`src/rtl/wb_queue.sv`:
```
// wb_queue: write-back buffer between execute/memory and the register file's
// single write port. Results are buffered in a small FIFO, drained one per
// cycle, and pending values are forwarded to the two decode read ports.
//
// Handshake: a result transfers on a rising edge where in_valid && in_ready;
// in_ready never depends on in_valid. The write side has no back-pressure:
// the register file takes the head whenever wr_en is high.
module wb_queue #(
  parameter int DEPTH  = 4,
  parameter int DATA_W = 32,
  parameter int IDX_W  = 5
) (
  input  logic                     clk,
  input  logic                     rst,
  input  logic                     in_valid,
  output logic                     in_ready,
  input  logic [IDX_W-1:0]         in_idx,
  input  logic [DATA_W-1:0]        in_data,
  input  logic                     drain_hold,
  output logic                     wr_en,
  output logic [IDX_W-1:0]         wr_reg_index,
  output logic [DATA_W-1:0]        wr_reg_data,
  input  logic [IDX_W-1:0]         rd_idx_1,
  input  logic [IDX_W-1:0]         rd_idx_2,
  output logic                     fwd_hit_1,
  output logic                     fwd_hit_2,
  output logic [DATA_W-1:0]        fwd_data_1,
  output logic [DATA_W-1:0]        fwd_data_2,
  output logic [$clog2(DEPTH):0]   count
);

  localparam int PTR_W = $clog2(DEPTH);
  localparam int CNT_W = PTR_W + 1;

  logic [IDX_W-1:0]  idx_q  [DEPTH];
  logic [DATA_W-1:0] data_q [DEPTH];
  logic [DEPTH-1:0]  vld_q;
  logic [PTR_W-1:0]  head_q, tail_q;
  logic [CNT_W-1:0]  cnt_q;

  logic full, accept, push, pop;

  // Full blocks acceptance even when a pop happens in the same cycle.
  assign full   = (cnt_q == CNT_W'(DEPTH));
  assign in_ready = rst & ~full;
  assign accept = in_valid & in_ready;
  // Writes to register 0 complete the handshake but are never stored.
  assign push   = accept & (in_idx != '0);
  assign wr_en  = (cnt_q != '0) & ~drain_hold;
  assign pop    = wr_en;

  assign wr_reg_index = idx_q[head_q];
  assign wr_reg_data  = data_q[head_q];
  assign count        = cnt_q;

  // Pointers, occupancy and per-entry valid bits.
  always_ff @(posedge clk or negedge rst) begin
    if (!rst) begin
      head_q <= '0;
      tail_q <= '0;
      cnt_q  <= '0;
      vld_q  <= '0;
    end else begin
      if (push) begin
        tail_q        <= tail_q + PTR_W'(1);
        vld_q[tail_q] <= 1'b1;
      end
      if (pop) begin
        head_q        <= head_q + PTR_W'(1);
        vld_q[head_q] <= 1'b0;
      end
      case ({push, pop})
        2'b10:   cnt_q <= cnt_q + CNT_W'(1);
        2'b01:   cnt_q <= cnt_q - CNT_W'(1);
        default: cnt_q <= cnt_q;
      endcase
    end
  end

  // Entry payload; deliberately not reset, only the valid bits matter.
  always_ff @(posedge clk) begin
    if (push) begin
      idx_q[tail_q]  <= in_idx;
      data_q[tail_q] <= in_data;
    end
  end

  logic [1:0][IDX_W-1:0]  rd_idx;
  logic [1:0]             hit;
  logic [1:0][DATA_W-1:0] fdat;
  logic [PTR_W-1:0]       slot;

  assign rd_idx[0] = rd_idx_1;
  assign rd_idx[1] = rd_idx_2;

  // Forwarding: walk oldest to youngest from head so the last match wins.
  always_comb begin
    hit  = '0;
    fdat = '0;
    slot = '0;
    for (int p = 0; p < 2; p++) begin
      for (int i = 0; i < DEPTH; i++) begin
        slot = head_q + PTR_W'(i);
        if (vld_q[slot] && (idx_q[slot] == rd_idx[p]) && (rd_idx[p] != '0)) begin
          hit[p]  = 1'b1;
          fdat[p] = data_q[slot];
        end
      end
    end
  end

  assign fwd_hit_1  = hit[0];
  assign fwd_hit_2  = hit[1];
  assign fwd_data_1 = fdat[0];
  assign fwd_data_2 = fdat[1];

endmodule

```
`config.mk`:
```
export PLATFORM = sky130hd
export DESIGN_NAME = wb_queue
export DESIGN_NICKNAME = d
export VERILOG_FILES = /design/src/rtl/wb_queue.sv
export SDC_FILE = /design/constraint.sdc
export NUM_CORES = 1
export LEC_CHECK = 0
export BUFFER_PORTS_ARGS = -buffer_cell sky130_fd_sc_hd__buf_2
export CORE_ASPECT_RATIO = 2
export CORE_MARGIN = 2
export CORE_UTILIZATION = 50
export CTS_CLUSTER_SIZE = 12
export DETAILED_ROUTE_END_ITERATION = 12
export PLACE_DENSITY = 0.71
export SLEW_MARGIN = 20
export SYNTH_ARGS = -nofsm -noshare
export SYNTH_HDL_FRONTEND = slang
export SYNTH_SLANG_ARGS = --single-unit
```
`constraint.sdc`:
```
create_clock -name clk -period 14.3 [get_ports clk]
set_input_delay 2.86 -clock clk [delete_from_list [all_inputs] [get_ports clk]]
set_output_delay 2.86 -clock clk [all_outputs]
set_load 0.05 [all_outputs]
```
# ---- Word level (Yosys, flattened, before mapping)
# Memory sizes are Yosys's and may differ from the RTL's.
# Index checks and enable logic that the tools add are counted.
# Widths: inputs -> output; s select.
dict set report word_totals {
  n_memories 2
  ff_bits 11
  out_inout_bits 108
  ramBits 148
  wordCells 95
  in_bits 51
}
# memory depth word_bits read_ports rd_ports_with_merged_regs wr line_no
set memory_table {}
lappend memory_table {data_q 4 32 4 0 1 36} ;# logic [DATA_W-1:0] data_q [DEPTH];
lappend memory_table {idx_q 4 5 4 0 1 35} ;# logic [IDX_W-1:0] idx_q [DEPTH];
dict set report classes {
  n_bitwise 9
  n_reduce_logical 23
  n_eq_ne 11
  order_cmp 7
  muxes 33
  add_sub_neg 6
}
# operator n
set ops {}
lappend ops {{$mux 32} 8}
lappend ops {{$eq 5x5->1} 8}
lappend ops {{$logic_and 1x1->1} 18}
lappend ops {{$mux 1} 16}
lappend ops {{$lt 2x3->1 const B} 5}
lappend ops {{$reduce_bool 5->1} 3}
lappend ops {{$bmux 1 s2} 4}
lappend ops {{$mux 4} 2}
lappend ops {{$pmux 3 s2} 1}
lappend ops {{$add 2x1->2 const B} 2}
lappend ops {{$add 2x2->2 const B} 2}
lappend ops {{$and 1x1->1} 4}
lappend ops {{$and 4x4->4} 1}
lappend ops {{$demux 1 s2} 2}
lappend ops {{$ge 2x1->1 const B} 2}
lappend ops {{$not 4->4} 1}
lappend ops {{$or 4x4->4} 1}
lappend ops {{$add 3x1->3 const B} 1}
lappend ops {{$eq 3x3->1 const B} 1}
lappend ops {{$reduce_bool 3->1} 1}
lappend ops {{$sub 3x1->3 const B} 1}
lappend ops {{$eq 2x1->1 const B} 1}
lappend ops {{$eq 2x2->1 const B} 1}
lappend ops {{$not 1->1} 2}
lappend ops {{$reduce_bool 2->1} 1}

# ---- Longest topological paths before layout
dict set report logic_depth {
  depth_word 8
  depth_mapped 17
}

# ---- Least setup slack after synthesis
# No wires, ideal clock.
dict set report synth_path {
  path_kind {input to output}
  start {input port rd_idx_2[0]}
  end {output port fwd_data_2[10]}
  arrival_ps 5211
  cell_stages 9
  slack_ps 6229
  path_cell_list {clkbuf_1 nor3_1 nand2_1 nand3_1 or2_1 buf_2 clkbuf_1 nor2_1 a211oi_1}
}
dict set report synth_via {
  elab_chain_len 7
  elab_cells_between_ends 17
  cone_classes {4 x eq/ne; 4 x mux; 9 x reduce/logical}
}
# element line_no
set synth_lines {}
lappend synth_lines {{start: declaration} 24} ;# input logic [IDX_W-1:0] rd_idx_2,
lappend synth_lines {{$eq 5x5->1} 104} ;# if (vld_q[slot] && (idx_q[slot] == rd_idx[p]) && (rd_idx[p] != '0)) begin
lappend synth_lines {{$logic_and 1x1->1 (2 in a row)} 104}
lappend synth_lines {{$mux 32 (3 in a row)} 104}
lappend synth_lines {{$mux 32 *} 104}
lappend synth_lines {{end: declaration} 28} ;# output logic [DATA_W-1:0] fwd_data_2,
# Every way passes the cells marked *; elsewhere a longest branch is shown, timed or not.

# ---- Worst setup path after layout
dict set report layout_path {
  start {register head_q[0]}
  end {output port fwd_data_2[9]}
}
dict set report layout_via {
  elab_cells_between_ends 29
  cone_classes {3 x add/sub; 4 x eq/ne; 12 x mux; 8 x reduce/logical; 2 x memory}
}
# element line_no
set layout_lines {}
lappend layout_lines {{start: declaration} 38} ;# logic [PTR_W-1:0] head_q, tail_q;
lappend layout_lines {{start signal: assignment} 69} ;# head_q <= head_q + PTR_W'(1);
lappend layout_lines {{$add 2x2->2 *} 103} ;# slot = head_q + PTR_W'(i);
lappend layout_lines {{via slot[0]} 91} ;# logic [PTR_W-1:0] slot;
lappend layout_lines {{$mem_v2 4x5 or $bmux 1 s2 (tied branches)} -}
lappend layout_lines {{$eq 5x5->1 or $mux 1 (tied branches)} 104}
lappend layout_lines {{$logic_and 1x1->1 (2 in a row)} 104}
lappend layout_lines {{$mux 32 *} 104}
# Mark *: on every way through the listed nets, which the timed path passes. The rest lies on a longest branch. The select of a mux whose other input is x is not followed.

==> metrics.log <==
INFO  metric status = finished clean
INFO  metric final_common_cell = sky130_fd_sc_hd__buf_2
INFO  metric setup_viol = 0
INFO  metric clock_sinks = 159
INFO  metric p_sw = ~1.5 mW
INFO  metric yosysTopAreaCell = sky130_fd_sc_hd__edfxtp_1
INFO  metric combinationalPowerShare = 0.633
INFO  metric place_ws = roughly 5.7 ns
INFO  metric number_of_rows_created_at_floorplan = between 70 and 80
INFO  metric crit_path_end_kind = primary output
INFO  metric p_total = around 3 mW
INFO  metric antenna_found_initial = 2
INFO  metric clk_path_buf_depth = 2
INFO  metric detailed_route_wire_length = around 32000 µm
INFO  metric synth.yosys.warnings = 0
INFO  metric critPathArrivalTime = just under 6 ns
INFO  metric critical_path.n_buffers_inverters = 3
INFO  metric finalNonFillerCells = around 1200
INFO  metric timing.final.ws_setup = around 5.5 ns
INFO  metric clockRootBuffer = sky130_fd_sc_hd__clkbuf_16
INFO  metric post_route_cells_drive_above_1_share = 0.450
INFO  metric core_region_area = between 20000 and 25000 µm²
INFO  metric timing.max_cap.violations = 0
INFO  metric cts_tree = built
INFO  metric path_clk_slew = roughly 0.060 ns
INFO  metric pin_count = about 160
INFO  metric max_fo_critical_path = 50
INFO  metric setup.worst_path.class = reg -> out
INFO  metric number_of_buffers_created_by_cts = 17
INFO  metric die_h = roughly 220 µm
INFO  metric synth.distinct_cells = between 40 and 50
INFO  metric fillCellCount = between 1500 and 2000
INFO  metric dr.pass1.iters = 6
INFO  metric cp_cell_sequence = inv_1, ha_4, buf_4, mux4_2, xnor2_1, nand4_1, or2_2, o211ai_2, o22ai_1, buf_2
INFO  metric power.sequential.fraction = 0.218
INFO  metric clock_latency = 0.44 ns
INFO  metric portion_of_the_clock_cycle_consumed_by_the_worst_path_in_the_final_layout = 0.614
INFO  metric place_hpwl = roughly 21000 µm
INFO  metric drt.antenna.violating_nets = 0
INFO  metric die_w = 111 µm
INFO  metric synth-seq-area-share = 0.414
INFO  metric timing.clock.skew = slightly above 0.01 ns
INFO  metric slew_headroom = 0.264
INFO  metric async_reset_ff_frac = 0.0692
INFO  metric most_frequent_cells_in_the_layout = sky130_fd_sc_hd__buf_2, sky130_fd_sc_hd__mux4_2, sky130_fd_sc_hd__edfxtp_1
INFO  metric design.die.area = ~24000 µm²
INFO  metric timing.critical_path.from_type = flop
INFO  metric post_cts_resized = 0
INFO  metric drt-initial-drc-count = between 800 and 900
INFO  metric sw_frac_of_total = 0.474
INFO  metric leakage = 4.33 nW
INFO  metric crit_required = 11.44 ns
INFO  metric hold_buffers = 0
INFO  metric ys_ff_latch = about 160
INFO  metric cpPeakStageDelay = ~0.80 ns
INFO  metric vias_per_cell = slightly above 7
INFO  metric finalHoldViolCount = 0
INFO  metric first_global_vias = just under 9000
INFO  metric holdCritPathClass = reg -> reg
INFO  metric slew_viol_final = 0
INFO  metric regArea = between 4000 and 5000 µm²
INFO  metric finalCoreUtilization = 0.572
INFO  metric htreeDepth = 4
INFO  metric area_growth = 13.2%
INFO  metric drc = 0
INFO  metric avgSynthCellArea = 14.2 µm²
INFO  metric detail_route.wl_per_cell = 26.7 µm
INFO  metric worst-slew-pin-transition = ~1.1 ns
INFO  metric final_net_count = 970
INFO  metric cts_setup_buffers = 0
INFO  metric grt-ovfl-total = 0
INFO  metric cell_count_after_placement = ~1200
INFO  metric total_routing_resource_utilization_after_global_routing = 0.268
INFO  metric share_clk_of_total_power = 0.149
INFO  metric crit_path_top_delay_cell = sky130_fd_sc_hd__dfrtp_4
INFO  metric power_per_cell_area = ~240 nW/µm²
INFO  metric critPathTopFamily = buffers and inverters
INFO  metric initial_utilization = 0.505
INFO  metric synth_fp_nets = around 860
INFO  metric netlist_area = between 10000 and 15000 µm²
INFO  metric postSynthCellCount = 800
INFO  metric gpl.final_weighted_congestion = 0.906
INFO  metric post-route-min-period = 8.78 ns
INFO  metric synthFlopType = sky130_fd_sc_hd__edfxtp_1
INFO  metric cellInternalPower = 1.61 mW
INFO  metric netlist_top_cells_area = sky130_fd_sc_hd__edfxtp_1, sky130_fd_sc_hd__mux4_2, sky130_fd_sc_hd__xnor2_1
INFO  metric synth_enable_flop_cells = between 100 and 150
INFO  metric f_max = between 100 and 150 MHz
INFO  metric port_buffers = roughly 160
INFO  metric irDropWorstVdd = roughly 0.21 mV
INFO  metric multiInputGateArea = approximately 6200 µm²
INFO  metric rsz0062_at_grt = no
INFO  metric yosysTopAreaCellShare = 0.390
INFO  metric grt_first_pass_wirelength = 48600 µm
INFO  metric routed-via-count = 8483
INFO  metric fin_setup_tns = 0 ns
INFO  metric grt_start_max_net_pins = 63
## final timing paths
check,slack (ns),to,depth (start not counted),startpoint
setup reg to reg,11.85,data_q[1][2],6,count[1]
max in group asynchronous,11.76,head_q[0],1,rst
hold / removal,0.52,count[2],1,count[2]
setup / recovery,5.52,fwd_data_2[9],10,head_q[0]
min in group asynchronous,2.29,count[1],1,rst
hold reg to reg,0.52,count[2],1,count[2]
## power groups by stage
stage | Combinational (mW) | Sequential, mW | Clock, mW
floorplan | 1.61 | 0.634 | 0
global placement | 1.92 | 0.670 | 0
detailed placement | 1.94 | 0.677 | 0
CTS | 1.94 | 0.668 | 0.461
global route | 2.04 | 0.680 | 0.477
finish | 1.94 | 0.668 | 0.457
## registers in the layout, summed over array words and instances (netlist names)
| name | cells |
|---|---|
| count | 3 |
| data_q | 128 |
| head_q | 2 |
| idx_q | 20 |
| tail_q | 2 |
| vld_q | 4 |
## logic make-up after synthesis
logic type	count (synthesis)	synth area share
flip-flops	159	0.414
XOR/XNOR	45	0.0366
AO/OA/AOI/OAI	163	0.108
multiplexers	169	0.316
AND/OR/NAND/NOR	156	0.0691
adder cells (fa/ha/maj)	10	0.0116
buffers and inverters	98	0.0448
## synth_stat cells, types with 8 or more instances
library cell and n:
sky130_fd_sc_hd__mux4_2 152, sky130_fd_sc_hd__edfxtp_1 148, sky130_fd_sc_hd__nand2_1 43, sky130_fd_sc_hd__nor2_1 39, sky130_fd_sc_hd__o21ai_1 36, sky130_fd_sc_hd__xnor2_1 35
sky130_fd_sc_hd__nand3_1 32, sky130_fd_sc_hd__o21ai_0 31, sky130_fd_sc_hd__clkbuf_1 30, sky130_fd_sc_hd__buf_2 27, sky130_fd_sc_hd__a211oi_1 26, sky130_fd_sc_hd__a221oi_2 17
sky130_fd_sc_hd__mux2i_1 16, sky130_fd_sc_hd__a221oi_1 15, sky130_fd_sc_hd__inv_1 13, sky130_fd_sc_hd__a21oi_1 11, sky130_fd_sc_hd__buf_4 11, sky130_fd_sc_hd__dfrtp_1 11
sky130_fd_sc_hd__nor3_1 11, sky130_fd_sc_hd__nor3_2 10, sky130_fd_sc_hd__a211oi_2 9, sky130_fd_sc_hd__buf_6 9, sky130_fd_sc_hd__ha_1 9, sky130_fd_sc_hd__buf_1 8
sky130_fd_sc_hd__o211ai_1 8
## worst reg2reg max path, cell delays in order (launching register included)
cell,delay [ns]
sky130_fd_sc_hd__dfrtp_1,0.37
sky130_fd_sc_hd__inv_1,0.09
sky130_fd_sc_hd__a31oi_1,0.24
sky130_fd_sc_hd__o211ai_1,0.13
sky130_fd_sc_hd__buf_4,0.21
sky130_fd_sc_hd__nor2_4,0.59
sky130_fd_sc_hd__buf_4,0.47
## routing by layer
metal | up-vias | GRT usage | part of all wire
li1 | 3533 | - | -
met1 | 4269 | 0.279 | 0.31
met2 | 527 | 0.476 | 0.54
met3 | 152 | 0.0592 | 0.087
met4 | 2 | 0.186 | 0.070
met5 | - | 0 | 0.00037
## layout make-up
| cell class | count | area share |
|---|---|---|
| antenna | 1 | 0.000194 |
| clock buffer | 19 | 0.0336 |
| clock inverter | 13 | 0.0129 |
| inverter | 13 | 0.00378 |
| multi-input combinational | 543 | 0.484 |
| sequential | 159 | 0.367 |
| tap | 280 | 0.0272 |
| timing repair buffer | 175 | 0.0722 |
## through the flow
stage | area (µm²) | hold WS, ns
finish | 12900 | 0.521
global route | 12900 | 0.532
CTS | 12900 | 0.522
detailed placement | 12300 | 0.510
global placement | 12300 | 0.506
floorplan | 11400 | 0.498
Power figures use the tool's default switching activity.
